File: config.mk
export PLATFORM = sky130hd
export DESIGN_NAME = ifetch_queue_flat
export DESIGN_NICKNAME = d
export VERILOG_FILES = /design/src/rtl/ifetch_queue_pkg.sv /design/src/rtl/ifetch_queue_if.sv /design/src/rtl/ifetch_queue_fifo.sv /design/src/rtl/ifetch_queue.sv /design/src/flat_wrapper.sv
export SDC_FILE = /design/constraint.sdc
export NUM_CORES = 1
export LEC_CHECK = 0
export ABC_CLOCK_PERIOD_IN_PS = 7780
export BUFFER_PORTS_ARGS = -buffer_cell sky130_fd_sc_hd__clkbuf_2
export CORE_UTILIZATION = 39
export CTS_CLUSTER_DIAMETER = 60
export DETAILED_ROUTE_END_ITERATION = 8
export PLACE_DENSITY = 0.69
export SLEW_MARGIN = 20
export SYNTH_ARGS = -nofsm -noshare
export SYNTH_HDL_FRONTEND = slang
export SYNTH_HIERARCHICAL = 1
export SYNTH_SLANG_ARGS = --single-unit
File: constraint.sdc
create_clock -name clk -period 7.78 [get_ports clk]
set_input_delay 0 -clock clk [delete_from_list [all_inputs] [get_ports clk]]
set_output_delay 0 -clock clk [all_outputs]
set_load 0.01 [all_outputs]
File: src/rtl/ifetch_queue_pkg.sv
// Shared types for the instruction-fetch queue: FIFO entry layout,
// request FSM states and the datapath width.
package ifetch_queue_pkg;
  localparam int XLEN = 32;

  typedef struct packed {
    logic [XLEN-1:0] addr;
    logic [XLEN-1:0] instr;
  } fetch_entry_t;

  typedef enum logic [1:0] {
    IDLE,
    WAIT,
    DROP
  } fetch_state_t;
endpackage

File: src/rtl/ifetch_queue_if.sv
// Bundle of the PC input, instruction-memory bus and decode handshake seen by the fetch queue.
// master is the fetch queue's view; slave is the surrounding pipeline/memory.
interface ifetch_queue_if;
  import ifetch_queue_pkg::*;

  logic [XLEN-1:0] pc_i;
  logic            pc_valid_i;
  logic            mispred;
  logic            stall_o;
  logic            imem_req;
  logic [XLEN-1:0] imem_addr;
  logic            imem_ack;
  logic [XLEN-1:0] imem_rdata;
  logic            valid_o;
  logic            ready_i;
  logic [XLEN-1:0] addr_o;
  logic [XLEN-1:0] instr_o;

  modport master (
    input  pc_i, pc_valid_i, mispred, imem_ack, imem_rdata, ready_i,
    output stall_o, imem_req, imem_addr, valid_o, addr_o, instr_o
  );

  modport slave (
    output pc_i, pc_valid_i, mispred, imem_ack, imem_rdata, ready_i,
    input  stall_o, imem_req, imem_addr, valid_o, addr_o, instr_o
  );
endinterface

File: src/rtl/ifetch_queue_fifo.sv
// Synchronous FIFO of fetch entries with flush; the head entry is held in a register
// so the decode-facing outputs come straight from flops.
module ifetch_queue_fifo
  import ifetch_queue_pkg::*;
#(
  parameter int  DEPTH = 4,
  localparam int PW    = $clog2(DEPTH),
  localparam int CW    = $clog2(DEPTH + 1)
) (
  input  logic         clk,
  input  logic         rst,
  input  logic         push,
  input  fetch_entry_t push_data,
  input  logic         pop,
  input  logic         flush,
  output fetch_entry_t head,
  output logic         head_valid,
  output logic [CW-1:0] count
);

  fetch_entry_t  mem [DEPTH];
  logic [PW-1:0] rd_ptr_reg, rd_ptr_next;
  logic [PW-1:0] wr_ptr_reg, wr_ptr_next;
  logic [CW-1:0] count_reg, count_next;
  fetch_entry_t  head_reg, head_next;
  logic          do_push, do_pop, empty_after_pop;

  always_comb begin
    do_pop          = pop && (count_reg != '0) && !flush;
    do_push         = push && !flush && ((count_reg != CW'(DEPTH)) || do_pop);
    empty_after_pop = (count_reg == CW'(do_pop));
    rd_ptr_next     = rd_ptr_reg + PW'(do_pop);
    wr_ptr_next     = wr_ptr_reg + PW'(do_push);
    count_next      = count_reg + CW'(do_push) - CW'(do_pop);
    head_next       = head_reg;
    if (flush) begin
      rd_ptr_next = '0;
      wr_ptr_next = '0;
      count_next  = '0;
    end else if (count_next != '0) begin
      // A push into an otherwise-empty queue bypasses the array straight into the head
      head_next = (do_push && empty_after_pop) ? push_data : mem[rd_ptr_next];
    end
  end

  always_ff @(posedge clk or negedge rst) begin
    if (!rst) begin
      rd_ptr_reg <= '0;
      wr_ptr_reg <= '0;
      count_reg  <= '0;
      head_reg   <= '0;
    end else begin
      rd_ptr_reg <= rd_ptr_next;
      wr_ptr_reg <= wr_ptr_next;
      count_reg  <= count_next;
      head_reg   <= head_next;
    end
  end

  always_ff @(posedge clk) begin
    if (do_push) begin
      mem[wr_ptr_reg] <= push_data;
    end
  end

  assign head       = head_reg;
  assign head_valid = (count_reg != '0);
  assign count      = count_reg;

endmodule

File: src/rtl/ifetch_queue.sv
// Fetch stage: turns accepted PCs into instruction-memory reads and queues the
// {addr, instr} results for decode; a mispredict discards everything buffered or in flight.
module ifetch_queue
  import ifetch_queue_pkg::*;
#(
  parameter int DEPTH = 4
) (
  input logic           clk,
  input logic           rst,
  ifetch_queue_if.master bus
);

  localparam int CW = $clog2(DEPTH + 1);

  fetch_state_t    state_reg, state_next;
  logic [XLEN-1:0] addr_reg, addr_next;
  logic [CW-1:0]   count;
  logic            inflight, credit, accept, push;
  fetch_entry_t    push_data, head;
  logic            head_valid;

  always_comb begin
    inflight = (state_reg != IDLE);
    // The outstanding read already owns a slot, so its ack can never find the queue full
    credit   = (32'(count) + 32'(inflight)) < DEPTH;
    accept   = bus.pc_valid_i && !bus.mispred && credit &&
               ((state_reg == IDLE) || ((state_reg == WAIT) && bus.imem_ack));
    push     = (state_reg == WAIT) && bus.imem_ack && !bus.mispred;

    state_next = state_reg;
    addr_next  = addr_reg;
    case (state_reg)
      IDLE: begin
        if (accept) begin
          state_next = WAIT;
          addr_next  = bus.pc_i;
        end
      end
      WAIT: begin
        if (bus.mispred) begin
          state_next = bus.imem_ack ? IDLE : DROP;
        end else if (bus.imem_ack) begin
          if (accept) begin
            addr_next = bus.pc_i;
          end else begin
            state_next = IDLE;
          end
        end
      end
      DROP: begin
        if (bus.imem_ack) begin
          state_next = IDLE;
        end
      end
      default: state_next = IDLE;
    endcase
  end

  always_ff @(posedge clk or negedge rst) begin
    if (!rst) begin
      state_reg <= IDLE;
      addr_reg  <= '0;
    end else begin
      state_reg <= state_next;
      addr_reg  <= addr_next;
    end
  end

  assign push_data = '{addr: addr_reg, instr: bus.imem_rdata};

  ifetch_queue_fifo #(.DEPTH(DEPTH)) u_fifo (
    .clk       (clk),
    .rst       (rst),
    .push      (push),
    .push_data (push_data),
    .pop       (bus.ready_i),
    .flush     (bus.mispred),
    .head      (head),
    .head_valid(head_valid),
    .count     (count)
  );

  assign bus.stall_o   = bus.pc_valid_i && !accept && !bus.mispred;
  assign bus.imem_req  = inflight;
  assign bus.imem_addr = addr_reg;
  assign bus.valid_o   = head_valid;
  assign bus.addr_o    = head.addr;
  assign bus.instr_o   = head.instr;

endmodule

File: src/flat_wrapper.sv
// flat-port wrapper written by rule: the top's interface ports become plain ports
module ifetch_queue_flat import ifetch_queue_pkg::*;
#(
  parameter int DEPTH = 4
)
  (clk, rst, bus_pc_i, bus_pc_valid_i, bus_mispred, bus_imem_ack, bus_imem_rdata, bus_ready_i, bus_stall_o, bus_imem_req, bus_imem_addr, bus_valid_o, bus_addr_o, bus_instr_o);
  ifetch_queue_if bus_i ();
  input logic clk;
  input logic rst;
  input wire logic [$bits(bus_i.pc_i)-1:0] bus_pc_i;
  input wire logic [$bits(bus_i.pc_valid_i)-1:0] bus_pc_valid_i;
  input wire logic [$bits(bus_i.mispred)-1:0] bus_mispred;
  input wire logic [$bits(bus_i.imem_ack)-1:0] bus_imem_ack;
  input wire logic [$bits(bus_i.imem_rdata)-1:0] bus_imem_rdata;
  input wire logic [$bits(bus_i.ready_i)-1:0] bus_ready_i;
  output wire logic [$bits(bus_i.stall_o)-1:0] bus_stall_o;
  output wire logic [$bits(bus_i.imem_req)-1:0] bus_imem_req;
  output wire logic [$bits(bus_i.imem_addr)-1:0] bus_imem_addr;
  output wire logic [$bits(bus_i.valid_o)-1:0] bus_valid_o;
  output wire logic [$bits(bus_i.addr_o)-1:0] bus_addr_o;
  output wire logic [$bits(bus_i.instr_o)-1:0] bus_instr_o;
  assign bus_i.pc_i = bus_pc_i;
  assign bus_i.pc_valid_i = bus_pc_valid_i;
  assign bus_i.mispred = bus_mispred;
  assign bus_i.imem_ack = bus_imem_ack;
  assign bus_i.imem_rdata = bus_imem_rdata;
  assign bus_i.ready_i = bus_ready_i;
  assign bus_stall_o = bus_i.stall_o;
  assign bus_imem_req = bus_i.imem_req;
  assign bus_imem_addr = bus_i.imem_addr;
  assign bus_valid_o = bus_i.valid_o;
  assign bus_addr_o = bus_i.addr_o;
  assign bus_instr_o = bus_i.instr_o;
  ifetch_queue #(.DEPTH(DEPTH)) u_core (.clk(clk), .rst(rst), .bus(bus_i));
endmodule
After elaboration in Yosys (flattened, before gate mapping):

Memories as Yosys holds them, arrays and structs flattened.
Index checks and enable logic that the tools add are counted.

* add/sub/neg operators: 5
* order comparisons: 1
* eq/ne operators: 10
* multiplexer cells: 17
* bitwise logic cells: 1
* reduce and logical (&&, ||, !) cells: 24

Operators by type and width (number)
* $mux 32: 3
* $mux 64: 1
* $pmux 32 s2: 1
* $lt 32x3->1 const B: 1
* $mux 2: 8
* $logic_and 1x1->1: 12
* $ne 3x3->1 const B: 3
* $ne 2x2->1 const B: 3
* $pmux 2 s3: 1
* $reduce_bool 3->1: 2
* $add 2x1->2: 2
* $add 3x1->4: 1
* $reduce_and 4->1: 1
* $reduce_bool 2->1: 2
* $add 3x1->3: 1
* $eq 3x1->1: 1
* $mux 3: 1
* $reduce_and 3->1: 1
* $sub 3x1->3: 1
* $eq 2x1->1 const B: 1
* $eq 2x2->1 const B: 1
* $logic_not 1->1: 2
* $logic_not 2->1: 1
* $logic_or 1x1->1: 2
* other kinds (4): 5

* flip-flop bits (word level): 105
* bits in writable memories: 256
* input port bits: 70
* output and inout bits: 99
* memories: 1

Memory list
* u_core.u_fifo.mem: depth 4, width 64, rd ports 1, clocked after memory_dff 0, write ports 1, line ifetch_queue_fifo.sv:21 `fetch_entry_t mem [DEPTH];`

Logic depth before layout (Yosys ltp):

Gate-level depths: netlist of run 1.

* word-level depth: 9
* mapped depth: 14
* gate-level depth less buffers: 12

Hierarchy:

Netlist of run 1, hierarchy kept.

Modules (own cells, without submodules)
* ifetch_queue_fifo: instances 1, cells each 722, area each 12522.0 um2, sequential area each 9464.1 um2
* ifetch_queue: instances 1, cells each 82, area each 1350.0 um2, sequential area each 850.8 um2

Least setup slack after synthesis of run 1:

No wires, ideal clock.

* kind: reg-to-reg
* start point: register u_core.state_reg[0]
* end point: memory u_core/u_fifo/mem[2][0] (netlist bit), enable pin
* data arrival time: 5703 ps
* required time: 7202 ps
* setup slack: 1499 ps
* stages on the path, launching flop included: 5
* buffers on the path: 0
* path through: dfrtp_1 > inv_1 > nor4b_1 > nand3b_1 > nor3b_1

* word-level cells in the longest chain between the ends: 7

RTL lines
* start, declared: line ifetch_queue.sv:15 `fetch_state_t state_reg, state_next;`
* start signal, assigned: line ifetch_queue.sv:64 `state_reg <= state_next;`
* $eq 2x1->1: line ifetch_queue.sv:28 `push = (state_reg == WAIT) && bus.imem_ack && !bus.mispred;`
* $logic_and 1x1->1 (2 in series): line ifetch_queue.sv:28
* named net u_core.push: line ifetch_queue.sv:18 `logic inflight, credit, accept, push;`
* $logic_and 1x1->1 (2 in series): line ifetch_queue_fifo.sv:30 `do_push = push && !flush && ((count_reg != CW'(DEPTH)) || do_pop);`
* $mux 1: line ifetch_queue_fifo.sv:61 `if (do_push) begin`
* $mux 1 (not written as such): line ifetch_queue_fifo.sv:62 `mem[wr_ptr_reg] <= push_data;`
* end, declared: line ifetch_queue_fifo.sv:21

The timed path passes the listed nets, and every way through them passes these cells.

Worst setup path in the final report of run 1:

* start point: register u_core.u_fifo.count_reg[1], in the netlist u_core/u_fifo/count[1]
* end point: register u_core.u_fifo.head_reg, in the netlist u_core/u_fifo/head[40]

* word-level cells in the longest chain between the ends: 9
* elaborated cells between the ends (all ways): 15
* those cells by class: add/sub: 3; eq/ne: 2; mux: 1; reduce/logical: 8; memory: 1

RTL lines
* start, declared: line ifetch_queue_fifo.sv:24 `logic [CW-1:0] count_reg, count_next;`
* start signal, assigned: line ifetch_queue_fifo.sv:55 `count_reg <= count_next;`
* $reduce_bool 3->1: line ifetch_queue_fifo.sv:29 `do_pop = pop && (count_reg != '0) && !flush;`
* $logic_and 1x1->1 (2 in series): line ifetch_queue_fifo.sv:29
* $logic_or 1x1->1: line ifetch_queue_fifo.sv:30
* $logic_and 1x1->1: line ifetch_queue_fifo.sv:30
* $add 3x1->3: line ifetch_queue_fifo.sv:34 `count_next = count_reg + CW'(do_push) - CW'(do_pop);`
* $sub 3x1->3: line ifetch_queue_fifo.sv:34
* $reduce_bool 3->1: line ifetch_queue_fifo.sv:40 `end else if (count_next != '0) begin`
* $reduce_and 2->1 (no source line)
* end signal, assigned: line ifetch_queue_fifo.sv:56 `head_reg <= head_next;`
* end, declared: line ifetch_queue_fifo.sv:25 `fetch_entry_t head_reg, head_next;`

Parallel ways exist; a longest one is shown, timed or not.
A chain may end at the register's enable or synchronous reset.

==> results of run 1 <==
## Yosys cell counts (3+ instances only)
cell type / number
edfxtp_1: 256
buf_6: 9
buf_4: 5
nor2_1: 70
inv_1: 6
clkbuf_1: 12
nand2_1: 128
ha_1: 4
buf_2: 19
mux4_2: 64
mux2_2: 30
nor2b_1: 3
dfrtp_1: 105
a31oi_1: 64
## routing by layer
| layer | global-route usage [%] | up-vias | wire, um |
|---|---|---|---|
| li1 | - | 3563 | - |
| met1 | 21.53 | 4006 | 12790 |
| met3 | 3.625 | 57 | 1728 |
| met2 | 27.76 | 245 | 14470 |
| met4 | 4.523 | 0 | 587 |
| met5 | 0 | - | 0 |
## logic make-up after synthesis
group / synth area share [%]
buffers and inverters: 2.174
AOI/OAI and AO/OA: 3.328
adders and majority gates: 0.5051
xor gates and xnor gates: 0.2886
muxes: 12.99
DFF: 74.36
and+or+nand+nor: 6.359
## worst max-delay path, stage by stage (launching register included)
cell      delay, ps
dfrtp_1         450
or4b_2          680
nand3b_1        220
ha_1            270
inv_1            50
ha_1            130
inv_1            50
fa_1            360
xnor3_1         240
a31oi_4         660
buf_4           620
nor2_1          110
a31oi_1         190
## layout by cell type, fill, tap and decap left out, drive strengths merged
cell         count
nand2          128
clkinv           7
buf             13
or3b             1
o21ai            1
or3              1
nand2b           1
clkinvlp         2
nor2b            3
diode            2
or2              1
clkbuf         221
and2             1
a21oi            2
and3             1
or4b             1
a21bo            1
a211oi           1
mux4            64
xnor3            1
dlygate4sd3     67
edfxtp         256
bufinv           7
nand3b           1
mux2            32
o21ba            1
xor2             1
nor4b            2
and3b            2
nor2            70
xnor2            1
nor3b            2
ha               4
fa               1
inv             10
dfrtp          105
nor3             2
o22ai            1
a31oi           64
## power breakdown
part	switching, W	leakage (nW)	internal (W)
logic	0.000684	2.14	0.000577
clock network	0.000765	0.693	0.00125
registers	0.000268	3.50	0.00242
total	0.00172	6.34	0.00425
## worst min-delay path by stage
| stage | to | depth (start not counted) |
|---|---|---|
| 3_3_place_gp | u_core/u_fifo/head[15] | 1 |
| 4_1_cts | u_core/u_fifo/head[19] | 3 |
| 5_1_grt | u_core/u_fifo/head[19] | 3 |
| 3_5_place_dp | u_core/u_fifo/head[15] | 1 |
| 2_1_floorplan | u_core/bus.imem_addr[0] | 0 |
| 6_report | u_core/u_fifo/head[19] | 3 |
## repair_timing
action,CTS,global route
endpoints found under the hold margin,241,0
hold buffers,68,0
buffers inserted,0,0
## stage by stage
stage | setup WS, ps | power, W | instances
5_1_grt | 3298 | 0.006268 | 1536
6_report | 3610 | 0.005970 | 1537
3_3_place_gp | 3811 | 0.003935 | 1393
2_1_floorplan | 1499 | 0.003494 | 804
4_1_cts | 3613 | 0.006044 | 1535
3_5_place_dp | 3661 | 0.003984 | 1393
## area by class of cell
class	instances	area [um^2]
clock buffers	54	1116
fillers	2863	17490
repair buffers	247	1628
flip-flops and latches	361	10310
well taps	455	569.3
clock inverters	20	316.6
inverters	6	22.52
diodes	2	5.005
multi-input cells	392	3334
==> out/metrics.yaml, run 1 <==
status:
  outcome: "completed"
setup_path:
  critical_path_class: "flip-flop to flip-flop"
  required_ps: 8230
  startpoint_type: "flip-flop"
  r2r.worst_path.cells: 12
  endpoint: "u_core/u_fifo/head[40]"
  crit_fanout: 60
  rr_startpoint: "u_core/u_fifo/count[1]"
  cp-startpoint: "u_core/u_fifo/count[1]"
  endpoint_kind: "flip-flop"
  worst_ep_arrival_time_ps: 4620
  reg2reg_slack_ps: 3610
  reg2reg_to: "u_core/u_fifo/head[40]"
run:
  drv_cap: 0
yosys:
  synth_edf_count: 256
  yosysTopAreaCell: "edfxtp_1"
  ys.flop_type: "edfxtp_1"
  syn_inst: 804
  synth_seq_cells: 361
  synth-async-reset-ratio_pct: 29.09
  ys.warnings.count: 6
  synth_top_area_share_pct: 55.42
  yosysUniqueCellTypes: 37
  avgSynthCellArea_um2: 17.25
  ys_seq_area_share_pct: 74.36
  syn-num-nets: 879
  syn_area_um2: 13870
  synth_area_leaders: "edfxtp_1 (55%), dfrtp_1 (19%), mux4_2 (10%), nand2_1 (3.5%), a31oi_1 (2.9%)"
timing:
  hold_viol_final: 0
  max_freq_mhz: 239.8
  fin_worst_skew_ps: 23.42
  finalSetupViolCount: 0
  rsz0062_at_grt: "no"
  worst_hold_slack_ps: 33.27
  slew_headroom_pct: 25.55
  layout_min_cycle_time_ps: 4170
  tightestPinTransition_ps: 1117
  finalSetupTns_ps: 0
  slew_violations: 0
  period_share_pct: 53.60
cells_and_area:
  final_nets: 1123
  synthToLayoutAreaGrowth_pct: 24.76
  postLayoutCellArea_um2: 17310
  finish.utilization_pct: 49.73
  drive_above_1_share_pct: 32.69
  largest_register_ffs: 256
power_and_ir_drop:
  powerDensity_nw_per_um2: 345.0
  leakagePower_nw: 6.340
  irDropWorstVdd_mv: 0.2163
clocking:
  numClockSinks: 361
  cts-resized-gates: 0
  cts.clk_slew.worst_paths_ps: 60
  root_buffer: "clkbuf_16"
  clk_path_buf_depth: 3
  clk_latency_ps: 530
  cts_buffers: 40
  cts_tree: "yes"
  cts_htree_levels: 2
global_routing:
  grt_start_max_net_pins: 66
  antenna_found_initial: 1
  grt-ovfl-total: 0
  grt_pass1_wl_um: 45410
  groute.usage.overall_pct: 16.50
  grt_pass1_vias: 7948
detailed_routing:
  drc: 0
  first_pass_iters: 4
  vias: 7871
  wl_per_cell_um: 19.24
  postRouteWirelength_um: 29580
  drt_iter0_markers: 382
  vias_per_cell: 5.121
  drtAntennaViolNets: 0
place:
  port_buffers: 168
  post_dp_cell_area_um2: 15170
  hpwl_um: 16320
  gp_congestion: 0.6815
die:
  num_io_pins: 169
  die_area_um2: 36330
  core_area_um2: 34800
  start_util_pct: 39.86
  fp.dieW_um: 190.6
  num_rows: 68
  die_h_um: 190.6
min_path:
  worst_hold_path_type: "input pin to async pin"
(Power assumes the default switching activity.)
==> run 2, diff against run 1 <==
--- a/config.mk
+++ b/config.mk
@@ -5,12 +5,12 @@
 export SDC_FILE = /design/constraint.sdc
 export NUM_CORES = 1
 export LEC_CHECK = 0
-export ABC_CLOCK_PERIOD_IN_PS = 7780
+export ABC_CLOCK_PERIOD_IN_PS = 3750
 export BUFFER_PORTS_ARGS = -buffer_cell sky130_fd_sc_hd__clkbuf_2
 export CORE_UTILIZATION = 39
 export CTS_CLUSTER_DIAMETER = 60
 export DETAILED_ROUTE_END_ITERATION = 8
-export PLACE_DENSITY = 0.69
+export PLACE_DENSITY = 0.71
 export SLEW_MARGIN = 20
 export SYNTH_ARGS = -nofsm -noshare
 export SYNTH_HDL_FRONTEND = slang
==> constraint.sdc (replaced) <==
create_clock -name clk -period 3.75 [get_ports clk]
set_input_delay 0 -clock clk [delete_from_list [all_inputs] [get_ports clk]]
set_output_delay 0 -clock clk [all_outputs]
set_load 0.01 [all_outputs]
==> run 2 against run 1 <==
Effect of this change:
- worst hold slack better by 58 ps
- sequential cell count unchanged
- total power rose by 100%
- core utilization barely moved
- via count fell by 0.64%
- largest cell class unchanged
- clock power grew 84%
==> out/metrics.yaml, run 2 (same netlist as run 1, synthesis figures left out) <==
die:
  num_rows: 68
  core_area_um2: 34800
  fp.dieW_um: 190.6
  die_h_um: 190.6
  die_area_um2: 36330
  start_util_pct: 39.86
  num_io_pins: 169
timing:
  period_share_pct: 89.13
  slew_violations: 0
  hold_viol_final: 0
  max_freq_mhz: 299.2
  fin_worst_skew_ps: 16.84
  finalSetupTns_ps: 0
  finalSetupViolCount: 0
  slew_headroom_pct: 45.50
  layout_min_cycle_time_ps: 3343
  tightestPinTransition_ps: 817.5
  finalWorstSetupSlack_ps: 407.5
  rsz0062_at_grt: "no"
  worst_hold_slack_ps: 91.70
global_routing:
  groute.usage.overall_pct: 16.67
  grt_pass1_vias: 7954
  antenna_found_initial: 2
  grt_start_max_net_pins: 82
  grt-ovfl-total: 0
  grt_pass1_wl_um: 45800
setup_path:
  reg2reg_slack_ps: 410
  endpoint_kind: "flip-flop"
  crit_fanout: 54
  r2r.worst_path.cells: 12
  worst_ep_arrival_time_ps: 3770
  required_ps: 4180
  critical_path_class: "flip-flop to flip-flop"
  cp-startpoint: "u_core/u_fifo/count[1]"
  reg2reg_to: "u_core/u_fifo/head[49]"
  startpoint_type: "flip-flop"
  rr_startpoint: "u_core/u_fifo/count[1]"
detailed_routing:
  postRouteWirelength_um: 29580
  vias: 7821
  wl_per_cell_um: 19.12
  drt_iter0_markers: 441
  vias_per_cell: 5.056
  first_pass_iters: 5
  drc: 0
  drtAntennaViolNets: 0
clocking:
  cts_htree_levels: 2
  cts-resized-gates: 0
  clk_latency_ps: 530
  cts.clk_slew.worst_paths_ps: 60
  cts_tree: "yes"
  root_buffer: "clkbuf_16"
  cts_buffers: 39
  clk_path_buf_depth: 3
  cts_setup_buffers: 0
  numClockSinks: 361
min_path:
  worst_hold_path_type: "input pin to flip-flop"
  hp-start: "bus_pc_valid_i"
  holdPathEnd: "u_core/state_reg[0]"
  holdPathStages: 4
place:
  dp_slack_ps: 410.9
  hpwl_um: 16870
  port_buffers: 168
  gp_congestion: 0.7105
status:
  outcome: "completed"
power_and_ir_drop:
  leakagePower_nw: 6.330
  powerDensity_nw_per_um2: 693.2
  irDropWorstVdd_mv: 0.5401
cells_and_area:
  drive_above_1_share_pct: 32.57
  largest_register_ffs: 256
  mostFrequentLayoutCell: "edfxtp_1"
  synthToLayoutAreaGrowth_pct: 24.70
  mostFrequentLayoutCells: "edfxtp_1 (256), clkbuf_2 (167), nand2_1 (127)"
  final_nets: 1135
run:
  drv_cap: 0
run 2: cell count changes in the layout (fill, tap and decap cells not counted), sizes merged:
cell,previous run,this run
inv,10,7
clkbuf,221,223
buf,13,26
bufinv,7,2
clkinv,7,11
clkinvlp,2,1
run 2: critical path: stages (launching register included):
cell and delay [ps]:
dfrtp_1 440, or4b_2 700, nand3b_1 140, ha_1 240, inv_1 60, ha_1 130, inv_1 50, fa_1 360
xnor3_1 240, a31oi_4 350, buf_12 290, nor2_1 60, a31oi_1 160
run 2: final cells by class:
cell class	count	area, um^2
Tap cell	455	569.3
Clock buffer	56	1122
Sequential cell	361	10310
Inverter	6	22.52
Clock inverter	15	125.1
Multi-Input combinational cell	392	3347
Timing Repair Buffer	260	1793
Fill cell	2923	17500
Antenna cell	2	5.005
run 2: worst max path at each step:
| stage | end | cells past startpoint |
|---|---|---|
| final | u_core/u_fifo/head[49] | 12 |
| after global routing | u_core/u_fifo/head[34] | 12 |
| after CTS | u_core/u_fifo/head[49] | 12 |
| after detailed placement | u_core/u_fifo/head[42] | 12 |
| after global placement | u_core/u_fifo/head[47] | 12 |
| after floorplan | u_core/u_fifo/mem[1][0] | 6 |
run 2: timing repair:
action                                  in CTS  in global routing
endpoints found under the setup margin       0                  0
hold buffers                                67                  0
hold endpoints to repair                   281                  0
run 2: per-layer routing:
metal | global-route usage [%] | vias up | share of wire, % | wire [um]
met5 | 0 | - | 0 | 0
met4 | 4.277 | 0 | 1.6 | 481
met3 | 3.239 | 38 | 5.1 | 1516
met2 | 26.92 | 210 | 48 | 14100
met1 | 23.17 | 3998 | 46 | 13480
li1 | - | 3575 | - | -
run 2: stage by stage:
stage / util (%) / std cells / area (um^2) / total power (W)
floorplan: - / 804 / 13900 / 0.007247
global placement: 44.19 / 1407 / 15380 / 0.008261
detailed placement: 44.19 / 1407 / 15380 / 0.008364
CTS: 49.70 / 1545 / 17290 / 0.01216
global route: 49.71 / 1547 / 17300 / 0.01266
finish: 49.71 / 1547 / 17300 / 0.01199
run 2: report_power, final:
part           switching, W  leakage [nW]  internal (W)
logic               0.00143          2.22       0.00128
clock network       0.00149         0.608       0.00222
registers          0.000552          3.50       0.00503
==> run 3, diff against run 2 <==
--- a/config.mk
+++ b/config.mk
@@ -10,8 +10,8 @@
 export CORE_UTILIZATION = 39
 export CTS_CLUSTER_DIAMETER = 60
 export DETAILED_ROUTE_END_ITERATION = 8
-export PLACE_DENSITY = 0.71
-export SLEW_MARGIN = 20
+export PLACE_DENSITY_LB_ADDON = 0.3
+export SLEW_MARGIN = 10
 export SYNTH_ARGS = -nofsm -noshare
 export SYNTH_HDL_FRONTEND = slang
 export SYNTH_HIERARCHICAL = 1
==> run 3 against run 2 <==
Effect of this change:
- clock skew increased by 5.1 ps
- sequential cell count unchanged
- final area increased by 0.59%
- fmax increased by 0.50%
- first-iteration DRC count decreased by 21%
- highest routed layer unchanged
- register-to-register slack improved by 20 ps
- largest cell class unchanged
- final cell count about the same
- wire length decreased by 0.11%
- worst setup slack improved by 17 ps
- non-clock buffer count decreased by 3
- via count decreased by 1.1%
==> out/metrics.yaml, run 3 (same netlist as run 1, synthesis figures left out) <==
status:
  outcome: "completed"
clocking:
  cts-resized-gates: 0
  clk_latency_ps: 540
  numClockSinks: 361
  cts.clk_slew.worst_paths_ps: 60
  root_buffer: "clkbuf_16"
  cts_tree: "yes"
  cts_htree_levels: 2
  clk_path_buf_depth: 3
  cts_buffers: 40
die:
  fp.dieW_um: 190.6
  num_rows: 68
  die_area_um2: 36330
  die_h_um: 190.6
  core_area_um2: 34800
  num_io_pins: 169
  start_util_pct: 39.86
timing:
  slew_violations: 0
  rsz0062_at_grt: "no"
  hold_viol_final: 0
  max_freq_mhz: 300.7
  finalSetupTns_ps: 0
  finalSetupViolCount: 0
  tightestPinTransition_ps: 783.9
  period_share_pct: 88.69
  fin_worst_skew_ps: 21.94
  layout_min_cycle_time_ps: 3326
  slew_headroom_pct: 47.74
setup_path:
  worst_ep_arrival_time_ps: 3770
  r2r.worst_path.cells: 12
  required_ps: 4200
  crit_fanout: 50
  endpoint_kind: "flip-flop"
  critical_path_class: "flip-flop to flip-flop"
  startpoint_type: "flip-flop"
place:
  port_buffers: 168
  hpwl_um: 17010
  gp_congestion: 0.7042
global_routing:
  grt_pass1_vias: 8171
  grt-ovfl-total: 0
  grt_pass1_wl_um: 46470
  groute.usage.overall_pct: 16.86
  grt_start_max_net_pins: 75
  antenna_found_initial: 1
detailed_routing:
  vias_per_cell: 5.003
  drt_iter0_markers: 347
  vias: 7735
  wl_per_cell_um: 19.11
  drc: 0
  first_pass_iters: 7
  drtAntennaViolNets: 0
  postRouteWirelength_um: 29550
power_and_ir_drop:
  clkPwrFrac_pct: 32.5
  intPower_w: 0.008709
  power.switching_w: 0.003527
  p_seq_share_pct: 45.5
  finalPower_w: 0.01224
  powerDensity_nw_per_um2: 703.1
  switching_share_pct: 28.83
  irDropWorstVdd_mv: 0.5176
  leakagePower_nw: 6.379
  combPwrFrac_pct: 22.0
cells_and_area:
  largest_register_ffs: 256
  regArea_um2: 10310
  drive_above_1_share_pct: 33.12
  final_nets: 1133
  n_fill_cell: 2900
  multi_input_area_um2: 3347
  mostFrequentLayoutCell: "edfxtp_1"
  synthToLayoutAreaGrowth_pct: 25.44
  mostFrequentLayoutCells: "edfxtp_1 (256), clkbuf_2 (167), nand2_1 (127)"
run:
  drv_cap: 0
min_path:
  worst_hold_path_type: "input pin to async pin"
-- run 3: metal layers --
metal | wire length (um) | part of all wire, % | vias to the layer above | global-route usage (%)
met5 | 0 | 0 | - | 0
met4 | 510 | 1.7 | 0 | 4.615
met3 | 1249 | 4.2 | 43 | 3.202
met2 | 14350 | 49 | 188 | 28.14
met1 | 13430 | 45 | 3925 | 22.56
li1 | - | - | 3579 | -
-- run 3: worst paths after layout --
path                                   startpoint                        to  slack (ps)
max reg2reg                u_core/u_fifo/count[1]    u_core/u_fifo/head[62]         420
max in group asynchronous                     rst    u_core/u_fifo/head[27]        2710
min reg2reg                u_core/u_fifo/head[28]    u_core/u_fifo/head[28]         550
min in group clk                   bus_pc_valid_i       u_core/state_reg[0]         100
min                                           rst  u_core/bus.imem_addr[16]          70
max                        u_core/u_fifo/count[1]    u_core/u_fifo/head[62]         420
-- run 3: layout make-up --
class,count,share of cell area (%)
clock inverters,21,1.136
inverters,6,0.1294
diodes,1,0.01438
flip-flops and latches,361,59.28
clock buffers,53,6.694
repair buffers,257,10.25
multi-input cells,392,19.23
well taps,455,3.271
-- run 3: metrics by stage --
| stage | hold slack, ps | instance area, um^2 | setup slack (ps) | utilization, % | std cells |
|---|---|---|---|---|---|
| detailed placement | 103.5 | 15370 | 417.4 | 44.16 | 1404 |
| CTS | 69.52 | 17400 | 396.8 | 50.00 | 1545 |
| global placement | 96.51 | 15370 | 474.7 | 44.16 | 1404 |
| floorplan | -295.6 | 13900 | 396.1 | - | 804 |
| global route | 106.4 | 17400 | 125.1 | 50.01 | 1546 |
| finish | 65.88 | 17400 | 424.2 | 50.01 | 1546 |
-- run 3: power groups by stage --
stage	Combinational [W]	Sequential, W	Clock, W
floorplan	0.00152	0.00572	0
global placement	0.00264	0.00563	0
detailed placement	0.00269	0.00566	0
CTS	0.00275	0.00559	0.00409
global route	0.00300	0.00568	0.00423
finish	0.00269	0.00557	0.00397
-- run 3: repair_timing --
item,CTS,global route
endpoints found under the hold margin,274,0
hold buffers,67,0
setup buffers,0,0
-- run 3: worst max-delay path, stage by stage (launching register included) --
cell and delay [ps]:
dfrtp_1 430, or4b_2 680, nand3b_1 140, ha_1 240
inv_1 60, ha_1 120, inv_1 40, fa_1 360
xnor3_1 240, a31oi_4 360, buf_12 260, o21ai_0 130
o22ai_1 140
